### config.mk
export PLATFORM = sky130hd
export DESIGN_NAME = counter_dump
export DESIGN_NICKNAME = d
export VERILOG_FILES = /design/src/rtl/counter_dump.sv
export SDC_FILE = /design/constraint.sdc
export NUM_CORES = 1
export LEC_CHECK = 0
export BUFFER_PORTS_ARGS = -buffer_cell sky130_fd_sc_hd__buf_2
export CELL_PAD_IN_SITES_DETAIL_PLACEMENT = 0
export CELL_PAD_IN_SITES_GLOBAL_PLACEMENT = 1
export CORE_MARGIN = 4
export CORE_UTILIZATION = 43
export DETAILED_ROUTE_END_ITERATION = 8
export PLACE_DENSITY_LB_ADDON = 0.12
export SLEW_MARGIN = 20
export SYNTH_ARGS = -nofsm -noshare
export SYNTH_HDL_FRONTEND = slang
export SYNTH_SLANG_ARGS = --single-unit
### constraint.sdc
create_clock -name Clk -period 4 [get_ports Clk]
set_clock_uncertainty 0.1 [all_clocks]
set_input_delay 0.6 -clock Clk [delete_from_list [all_inputs] [get_ports Clk]]
set_output_delay 0.6 -clock Clk [all_outputs]
set_load 0.005 [all_outputs]
### src/rtl/counter_dump.sv
// counter_dump: snapshots two event counters on a request and streams them
// out as a framed byte sequence over a valid/ready link:
//   HEADER, In0 bytes MSB first, In1 bytes MSB first [, XOR checksum].
// Optional feature macro: DUMP_CHKSUM_EN appends the XOR of all payload bytes
// (HEADER excluded) as one extra trailing byte.
module counter_dump #(
    parameter int         CNT_W  = 64,
    parameter logic [7:0] HEADER = 8'hA5
) (
    input  logic             Clk,
    input  logic             Reset,
    input  logic             Req,
    input  logic [CNT_W-1:0] In0,
    input  logic [CNT_W-1:0] In1,
    output logic [7:0]       Tx_Data,
    output logic             Tx_Valid,
    input  logic             Tx_Ready,
    output logic             Busy,
    output logic             Done,
    output logic [15:0]      Drop_Cnt
);

    localparam int NPAY = 2 * CNT_W / 8;
`ifdef DUMP_CHKSUM_EN
    localparam int NBYTES = NPAY + 2;
`else
    localparam int NBYTES = NPAY + 1;
`endif
    localparam logic [7:0] LAST_IDX = 8'(NBYTES - 1);
    // Index of the last payload byte; the byte after it (if any) is the checksum.
    localparam logic [7:0] PAY_END  = 8'(NPAY);

    typedef enum logic [1:0] {IDLE, SEND, FIN} state_t;

    state_t               state_q, state_d;
    logic [2*CNT_W-1:0]   shreg_q, shreg_d;
    logic [7:0]           idx_q, idx_d;
    logic [7:0]           data_q, data_d;
    logic                 valid_q, valid_d;
    logic                 busy_q, busy_d;
    logic                 done_q, done_d;
    logic [15:0]          drop_q, drop_d;
    logic [7:0]           top_byte;
    logic                 xfer;
`ifdef DUMP_CHKSUM_EN
    logic [7:0]           chk_q, chk_d;
`endif

    // Next-state logic: snapshot on request, advance one byte per accepted transfer.
    always_comb begin
        state_d  = state_q;
        shreg_d  = shreg_q;
        idx_d    = idx_q;
        data_d   = data_q;
        valid_d  = valid_q;
        busy_d   = busy_q;
        done_d   = 1'b0;
        drop_d   = drop_q;
`ifdef DUMP_CHKSUM_EN
        chk_d    = chk_q;
`endif
        top_byte = shreg_q[2*CNT_W-1 -: 8];
        xfer     = valid_q && Tx_Ready;

        unique case (state_q)
            IDLE, FIN: begin
                if (Req) begin
                    state_d = SEND;
                    shreg_d = {In0, In1};
                    idx_d   = 8'd0;
                    data_d  = HEADER;
                    valid_d = 1'b1;
                    busy_d  = 1'b1;
`ifdef DUMP_CHKSUM_EN
                    chk_d   = 8'd0;
`endif
                end else begin
                    state_d = IDLE;
                end
            end
            SEND: begin
                // Requests arriving mid-frame are counted, never queued.
                if (Req && drop_q != 16'hFFFF) begin
                    drop_d = drop_q + 16'd1;
                end
                if (xfer) begin
                    if (idx_q == LAST_IDX) begin
                        state_d = FIN;
                        valid_d = 1'b0;
                        busy_d  = 1'b0;
                        done_d  = 1'b1;
                    end else begin
                        idx_d = idx_q + 8'd1;
                        if (idx_q < PAY_END) begin
                            data_d  = top_byte;
                            shreg_d = shreg_q << 8;
`ifdef DUMP_CHKSUM_EN
                            chk_d   = chk_q ^ top_byte;
`endif
                        end
`ifdef DUMP_CHKSUM_EN
                        else begin
                            data_d = chk_q;
                        end
`endif
                    end
                end
            end
            default: state_d = IDLE;
        endcase
    end

    // State and output registers; synchronous reset abandons any frame in flight.
    always_ff @(posedge Clk) begin
        if (Reset) begin
            state_q <= IDLE;
            shreg_q <= '0;
            idx_q   <= 8'd0;
            data_q  <= 8'h00;
            valid_q <= 1'b0;
            busy_q  <= 1'b0;
            done_q  <= 1'b0;
            drop_q  <= 16'd0;
`ifdef DUMP_CHKSUM_EN
            chk_q   <= 8'd0;
`endif
        end else begin
            state_q <= state_d;
            shreg_q <= shreg_d;
            idx_q   <= idx_d;
            data_q  <= data_d;
            valid_q <= valid_d;
            busy_q  <= busy_d;
            done_q  <= done_d;
            drop_q  <= drop_d;
`ifdef DUMP_CHKSUM_EN
            chk_q   <= chk_d;
`endif
        end
    end

    assign Tx_Data  = data_q;
    assign Tx_Valid = valid_q;
    assign Busy     = busy_q;
    assign Done     = done_q;
    assign Drop_Cnt = drop_q;

endmodule

Word-level counts from Yosys, hierarchy flattened
Cells that the tools add are included.
W data, S select, Z words.
{"block": "totals", "input_bits": 132, "output_inout_bits": 27, "ff_bits": 164}
{"block": "classes", "eq_ne": 9, "bitwise": 2, "n_lt_le_gt_ge": 1, "addsub": 2, "n_mux": 23, "reduce_logical": 11}
{"operator": "$mux W128", "n": 4}
{"operator": "$pmux W128 S2", "n": 1}
{"operator": "$mux W8", "n": 7}
{"operator": "$pmux W8 S2", "n": 2}
{"operator": "$add A16 B1 Y16 const B", "n": 1}
{"operator": "$ne A16 B16 Y1 const B", "n": 1}
{"operator": "$ne A2 B2 Y1 const B", "n": 5}
{"operator": "$add A8 B1 Y8 const B", "n": 1}
{"operator": "$eq A8 B5 Y1 const B", "n": 1}
{"operator": "$lt A8 B5 Y1 const B", "n": 1}
{"operator": "$reduce_and A4 Y1", "n": 2}
{"operator": "$mux W1", "n": 5}
{"operator": "$reduce_and A5 Y1", "n": 1}
{"operator": "$mux W2", "n": 2}
{"operator": "$pmux W2 S2", "n": 1}
{"operator": "$reduce_and A2 Y1", "n": 2}
{"operator": "$reduce_or A3 Y1", "n": 1}
{"operator": "$eq A2 B1 Y1 const B", "n": 1}
{"operator": "$eq A2 B2 Y1 const B", "n": 1}
{"operator": "$logic_and A1 B1 Y1", "n": 2}
{"operator": "$logic_not A2 Y1", "n": 1}
{"operator": "$not A1 Y1", "n": 2}
{"operator": "$pmux W1 S2", "n": 1}
{"operator": "$reduce_bool A2 Y1", "n": 1}
{"operator": "$reduce_or A2 Y1", "n": 1}

Logic depth before layout (Yosys ltp)
Gate-level depths: netlist (run 1).
{"block": "depth", "depth_word": 5, "ltp_mapped": 8}

Worst setup path before layout (run 1)
No wires, ideal clock.
{"block": "synth_path", "kind": "reg2reg", "startpoint": "reg drop_q[0] (netlist: Drop_Cnt[0])", "endpoint": "reg drop_q[12] (netlist: Drop_Cnt[12])", "path_buffers": 0, "setup_time_ns": 0.121, "arrival_time_ns": 1.794, "required_time_ns": 3.779, "setup_slack_ns": 1.986, "path_stages_with_launch": 6, "path_cell_list": "dfxtp_1 -> ha_1 -> nand3_1 -> or4_1 -> nor3b_1 -> mux2_2"}
{"block": "synth_via", "elab_chain_len": 3}
{"item": "start, declared", "line": "42", "rtl": "logic [15:0] drop_q, drop_d;"}
{"item": "start signal, assigned", "line": "135", "rtl": "drop_q <= drop_d;"}
{"item": "parallel branches: the longest is 3 deep, another holds $add A16 B1 Y16"}
Several ways; the timed one is not identified.
A chain may end at the register's enable or synchronous reset.

Worst setup path in the final report (run 1)
{"block": "layout_path", "startpoint": "reg state_q[1]", "endpoint": "reg shreg_q[68]"}
{"block": "layout_via", "elab_chain_len": 4}
{"item": "start, declared", "line": "35", "rtl": "state_t state_q, state_d;"}
{"item": "start signal, assigned", "line": "128", "rtl": "state_q <= state_d;"}
{"item": "$eq A2 B2 Y1 or $logic_not A2 Y1 (tied branches)", "line": "65", "rtl": "unique case (state_q)"}
{"item": "$reduce_or A2 Y1", "line": "65"}
{"item": "$ne A2 B2 Y1 (no line) or $reduce_bool A2 Y1 (tied branches)"}
{"item": "$reduce_and A5 Y1 (no line)"}
{"item": "end signal, assigned", "line": "129", "rtl": "shreg_q <= shreg_d;"}
{"item": "end, declared", "line": "36", "rtl": "logic [2*CNT_W-1:0] shreg_q, shreg_d;"}
Several ways; a longest one is shown, not always the timed one.

==> results.ini, run 1 <==
[status]
status = finished clean

[power]
powerDensity_nw_per_um2 = 466.3
total_power_mw = 4.109
p_leak_nw = 3.451
ir_drop_mv = 0.3231

[hold_path]
hp-start = In1[6]
min_path_type = in2reg

[timing]
hold_viol = 0
setup_violations = 0
worst_pin_slew_ns = 1.026
setup_slack_ns = 1.565
relSlewSlack_pct = 31.05
period_share_pct = 60.88
post-route-min-period_ns = 2.435
slew_violations = 0
rsz0062_at_grt = no
setup_tns_ns = 0
max_freq_mhz = 410.7

[critical_path]
cp_max_fo = 80
reg2reg_from = state_q[1]$_SDFFE_PP0P_
crit_path_end_kind = register
worstSetupPathType = reg2reg
critPathLaunch = state_q[1]$_SDFFE_PP0P_
cp-start-kind = register
crit_arrival_ns = 2.65
worst-endpoint-required_ns = 4.21

[run]
maxCapViolCount = 0

[global_route]
globalRouteTotalUtil_pct = 19.24
grt_max_degree = 166
antenna_found_initial = 0
grt_pass1_wl_mm = 30.94
overflow = 0
grt_pass1_vias = 6093

[synthesis]
yosysUniqueCellTypes = 43
synth_seq_cells = 164
synthFlopType = dfxtp_1
yosysWarnings = 0
avgSynthCellArea_sq_um = 8.138
synthArstFlopShare_pct = 0
synth_edf_count = 0
ys_seq_area_share_pct = 44.43
syn_inst = 908
syn_nets = 1043
syn_area_sq_um = 7390

[cts]
clk_pin_slew_ns = 0.06
clock_sinks = 164
root_buffer = clkbuf_16
numCtsBuffers = 17
cts_tree = yes
cts_hold_buffers = 0
worstSkewPairLatency_ns = 0.42
htreeDepth = 4
ctsResizeCount = 0
clk_path_buf_depth = 2
cts_setup_buffers = 0

[detailed_routing]
drc = 0
top_layer = met4
wl_met3_mm = 1.088
drt-initial-drc-count = 448
vias = 6622
viasPerCell = 5.323
wl_met1_mm = 9.273
wl_per_cell_um = 15.47
ant_nets = 0
drt_pass1_iterations = 5
wl_mm = 19.24
wl_met2_mm = 8.721

[placement]
post-place-ws_ns = 1.474
dp.cells = 1212
place_congestion = 0.7713
portBuffers = 158
hpwl_mm = 12.42

[die]
num_io_pins = 159
placementRows = 47
fp.dieArea_sq_um = 19350
floorplan.die.height_um = 139.1
initial_core_util_pct = 44.25
core_region_area_sq_um = 16700
die_w_um = 139.1

[final_layout]
fillers = 1708
synthToLayoutAreaGrowth_pct = 19.25
final_common_cell = nand2_1
final_cell_mix = nand2_1 (262), dfxtp_1 (164), buf_2 (157)
final_util_pct = 52.76
antenna_cells = 0
drive_gt1_share_pct = 23.83
fin_cells = 1244
nets = 1146

final cells by class:
class,count,area [sq um],share of cell area (%)
Multi-Input combinational cell,659,3740,42.44
Sequential cell,164,3283,37.26
Timing Repair Buffer,165,874.6,9.925
Clock buffer,19,442.9,5.026
Tap cell,220,275.3,3.124
Clock inverter,13,181.4,2.059
Inverter,4,15.01,0.1704
kinds of logic (layout without fill, tap and decap cells):
logic type | after synthesis | count (layout) | synth area share, %
buffers and inverters | 85 | 201 | 5.435
XOR/XNOR | 2 | 2 | 0.2371
flip-flops | 164 | 164 | 44.43
multiplexers | 6 | 6 | 0.8635
adder cells (fa/ha/maj) | 3 | 3 | 0.5080
AND/OR/NAND/NOR | 476 | 476 | 26.89
AO/OA/AOI/OAI | 172 | 172 | 21.64
cell usage after synthesis (2+ instances only):
library cell,number,area (sq um)
nand2_1,262,983.4
dfxtp_1,164,3283
nor2_1,135,506.7
a311oi_1,84,735.7
clkbuf_1,51,191.4
a311oi_2,36,540.5
a21oi_1,27,135.1
buf_2,18,90.09
nand3_1,17,85.08
nor3_1,12,60.06
o31ai_1,9,67.56
nand4_1,8,50.05
or3_1,8,50.05
or4_1,7,52.55
buf_4,6,45.04
o21ai_0,6,30.03
buf_6,5,56.30
nand3b_1,5,37.54
nor2b_1,5,31.28
inv_1,4,15.01
nor4_1,4,25.02
ha_1,3,37.54
mux2_2,3,33.78
mux2i_1,3,30.03
nand2b_1,3,18.77
a2111o_1,2,22.52
and4_1,2,17.52
o2111ai_1,2,17.52
or2_2,2,12.51
xor2_1,2,17.52
power breakdown:
group          internal, mW  switching (mW)
Clock                  1.06           0.673
Sequential             1.76          0.0707
Combinational         0.208           0.331
Total                  3.03            1.07
worst paths after layout:
kind / endpoint / slack [ns] / cells after the start
setup / recovery: shreg_q[68]$_SDFFE_PP0P_ / 1.56 / 4
hold / removal: shreg_q[6]$_SDFFE_PP0P_ / 0.34 / 3
setup reg to reg: shreg_q[68]$_SDFFE_PP0P_ / 1.56 / 4
hold reg to reg: shreg_q[7]$_SDFFE_PP0P_ / 0.35 / 2
per-stage QoR:
step | area (sq um) | hold WS, ns
floorplan | 7390 | 0.3321
global placement | 8188 | 0.3412
detailed placement | 8188 | 0.3447
CTS | 8812 | 0.3168
global route | 8812 | 0.3268
finish | 8812 | 0.3354
layer usage:
| layer | vias up | global-route usage [%] |
|---|---|---|
| met3 | 9 | 4.793 |
| met5 | - | 0 |
| li1 | 3424 | - |
| met4 | 0 | 5.304 |
| met1 | 3042 | 27.97 |
| met2 | 147 | 28.41 |
critical path, stage by stage (launching register included):
cell      delay, ns
dfxtp_1        0.43
nand2b_4       0.55
buf_4          0.75
nand2_1        0.18
a311oi_1       0.33
registers in the layout, indices dropped and copies added (netlist names):
signal,cells
shreg_q,128
Drop_Cnt,16
Busy,1
idx_q,8
Tx_Data,8
state_q,2
Done,1
(Power assumes the default switching activity.)
==> run 2: changes to the inputs <==
--- a/config.mk
+++ b/config.mk
@@ -5,11 +5,12 @@
 export SDC_FILE = /design/constraint.sdc
 export NUM_CORES = 1
 export LEC_CHECK = 0
+export ABC_AREA = 1
 export BUFFER_PORTS_ARGS = -buffer_cell sky130_fd_sc_hd__buf_2
 export CELL_PAD_IN_SITES_DETAIL_PLACEMENT = 0
 export CELL_PAD_IN_SITES_GLOBAL_PLACEMENT = 1
 export CORE_MARGIN = 4
-export CORE_UTILIZATION = 43
+export CORE_UTILIZATION = 38
 export DETAILED_ROUTE_END_ITERATION = 8
 export PLACE_DENSITY_LB_ADDON = 0.12
 export SLEW_MARGIN = 20
==> constraint.sdc (replaced) <==
create_clock -name Clk -period 2.3 [get_ports Clk]
set_clock_uncertainty 0.1 [all_clocks]
set_input_delay 0.345 -clock Clk [delete_from_list [all_inputs] [get_ports Clk]]
set_output_delay 0.345 -clock Clk [all_outputs]
set_load 0.005 [all_outputs]
==> run 2 against run 1 <==
  * Total power up 84%
  * Die area rose by 25%
  * Sequential share of layout area down 4.1 points
  * Worst setup slack got worse by 1.3 ns
  * Largest cell class unchanged
  * Clock-buffer cell count stayed put
  * Sequential power up 74%
  * Clock power is 73% higher
  * Routed wire length rose by 8.1%
==> results.ini, run 2 <==
[status]
status = finished clean

[power]
p_seq_share_pct = 42.2
swShare_pct = 28.99
total_power_mw = 7.576
p_leak_nw = 5.143
powerDensity_nw_per_um2 = 764.8
net-switching-power_mw = 2.196
clkPwrFrac_pct = 39.4
ir_drop_mv = 0.4847
p_int_mw = 5.379
combPwrFrac_pct = 18.4

[die]
num_io_pins = 159
floorplan.die.height_um = 155.3
die_w_um = 155.3
placementRows = 53
initial_core_util_pct = 39.00
fp.dieArea_sq_um = 24130
core_region_area_sq_um = 21150

[final_layout]
antenna_cells = 0
largest_reg_flops = 128
drive_gt1_share_pct = 14.46
final_cell_mix = nand2_1 (489), nor2_1 (296), dfxtp_1 (164)
ff_latch_area_sq_um = 3283
fillers = 2334
synthToLayoutAreaGrowth_pct = 20.08
top_register = shreg_q
nets = 1637
final_common_cell = nand2_1
multiInputGateArea_sq_um = 4005

[synthesis]
synth_area_leaders = dfxtp_1 (40%), nand2_1 (22%), nor2_1 (14%)
syn_nets = 1517
syn_inst = 1382
ys_seq_area_share_pct = 39.80
ys_top_cells_by_count = nand2_1 (490), nor2_1 (298), dfxtp_1 (164), inv_1 (160), o21ai_0 (114)
yosysUniqueCellTypes = 23
yosysTopAreaCell = dfxtp_1
synthArstFlopShare_pct = 0
synth_top_area_share_pct = 39.80
synth.most_common_cell = nand2_1
synthFlopType = dfxtp_1
avgSynthCellArea_sq_um = 5.969
yosysWarnings = 0
synth_seq_cells = 164
syn_area_sq_um = 8249
synth_edf_count = 0

[global_route]
use_met1_pct = 23.57
overflow = 0
grt_pass1_vias = 7195
busiest_layer = met2
grt_use_met3_pct = 3.060
grt_max_degree = 113
globalRouteTotalUtil_pct = 16.94
grt_pass1_wl_mm = 34.09
grtUsageMet2_pct = 26.93
antenna_found_initial = 0

[detailed_routing]
drt_pass1_iterations = 5
wl_mm = 20.79
vias = 7831
drc = 0
ant_nets = 0
wl_per_cell_um = 11.62
viasPerCell = 4.375
drt-initial-drc-count = 476

[timing]
worst_pin_slew_ns = 0.5778
setup_violations = 0
slew_violations = 0
hold_viol = 0
post-route-min-period_ns = 2.008
relSlewSlack_pct = 61.44
rsz0062_at_grt = no
setup_tns_ns = 0
period_share_pct = 87.29
max_freq_mhz = 498.1
holdWs_ns = 0.06713

[critical_path]
crit_path_end_kind = register
cp_max_fo = 47
worstSetupPathType = reg2reg
crit_arrival_ns = 2.22
worst-endpoint-required_ns = 2.51
cp-start-kind = register

[placement]
hpwl_mm = 13.73
portBuffers = 158
place_congestion = 0.7904

[cts]
ctsResizeCount = 0
htreeDepth = 4
numCtsBuffers = 17
cts_setup_buffers = 0
cts_hold_buffers = 0
worstSkewPairLatency_ns = 0.42
clk_path_buf_depth = 2
clk_pin_slew_ns = 0.07
clock_sinks = 164
root_buffer = clkbuf_16
cts_tree = yes

[hold_path]
min_path_type = in2reg

[run]
maxCapViolCount = 0

## run 2: cell types whose count changed after synthesis, sizes merged, moves of 10 or more
cell / before / now
a311oi: 120 / 0
buf: 30 / 45
clkbuf: 51 / 33
inv: 4 / 161
nand2: 262 / 492
nor2: 135 / 299
nor3: 12 / 2
o21ai: 7 / 114
## run 2: per-stage QoR
step           utilization [%]  worst slack (ns)  instances  cell area, sq um
2_1_floorplan                -            0.6706       1382              8249
3_3_place_gp             43.91            0.1147       1758              9289
3_5_place_dp             43.91           0.07266       1758              9289
4_1_cts                  46.81           0.07483       1790              9903
5_1_grt                  46.83            0.1027       1790              9906
6_report                 46.83            0.2924       1790              9906
## run 2: worst paths after layout
kind | startpoint | endpoint | slack, ns | cells past startpoint
max | state_q[0]$_SDFFE_PP0P_ | shreg_q[85]$_SDFFE_PP0P_ | 0.29 | 9
min | In1[3] | shreg_q[3]$_SDFFE_PP0P_ | 0.07 | 3
max reg2reg | state_q[0]$_SDFFE_PP0P_ | shreg_q[85]$_SDFFE_PP0P_ | 0.29 | 9
min reg2reg | Tx_Data[0]$_SDFFE_PP0P_ | Tx_Data[0]$_SDFFE_PP0P_ | 0.34 | 2
## run 2: layout make-up
type / instances / area share [%]
Inverter: 162 / 6.164
Sequential cell: 164 / 33.14
Clock inverter: 13 / 1.730
Timing Repair Buffer: 179 / 10.58
Multi-Input combinational cell: 978 / 40.43
Tap cell: 275 / 3.474
Clock buffer: 19 / 4.471
## run 2: cell families (layout without fill, tap and decap cells)
logic type | count (synthesis) | count (layout) | share of synthesized area, %
xor+xnor | 4 | 4 | 0.4248
compound gates | 139 | 139 | 8.433
simple gates | 832 | 832 | 39.09
fa+ha+maj | 3 | 3 | 0.4551
flops | 164 | 164 | 39.80
buf+inv | 240 | 373 | 11.80
## run 2: worst max-delay path, stage by stage (launching register included)
cell	delay, ns
dfxtp_1	0.40
inv_2	0.06
nor2_2	0.24
nand4_1	0.25
nand4_4	0.16
buf_12	0.24
buf_12	0.25
nand2_1	0.08
nand2_1	0.06
nor2_1	0.04
## run 2: power groups by stage
stage	clock [mW]	sequential [mW]	combinational [mW]
6_report	2.99	3.20	1.39
5_1_grt	3.20	3.22	1.65
4_1_cts	3.08	3.20	1.42
3_5_place_dp	0	3.26	1.40
3_3_place_gp	0	3.25	1.41
2_1_floorplan	0	3.25	1.03
## run 2: per-layer routing
layer / share of wire (%) / wire, um / vias to the layer above
li1: - / - / 4371
met1: 51 / 10520 / 3332
met2: 45 / 9285 / 112
met3: 3.7 / 763 / 16
met4: 1.1 / 227 / 0
met5: 0 / 0 / -
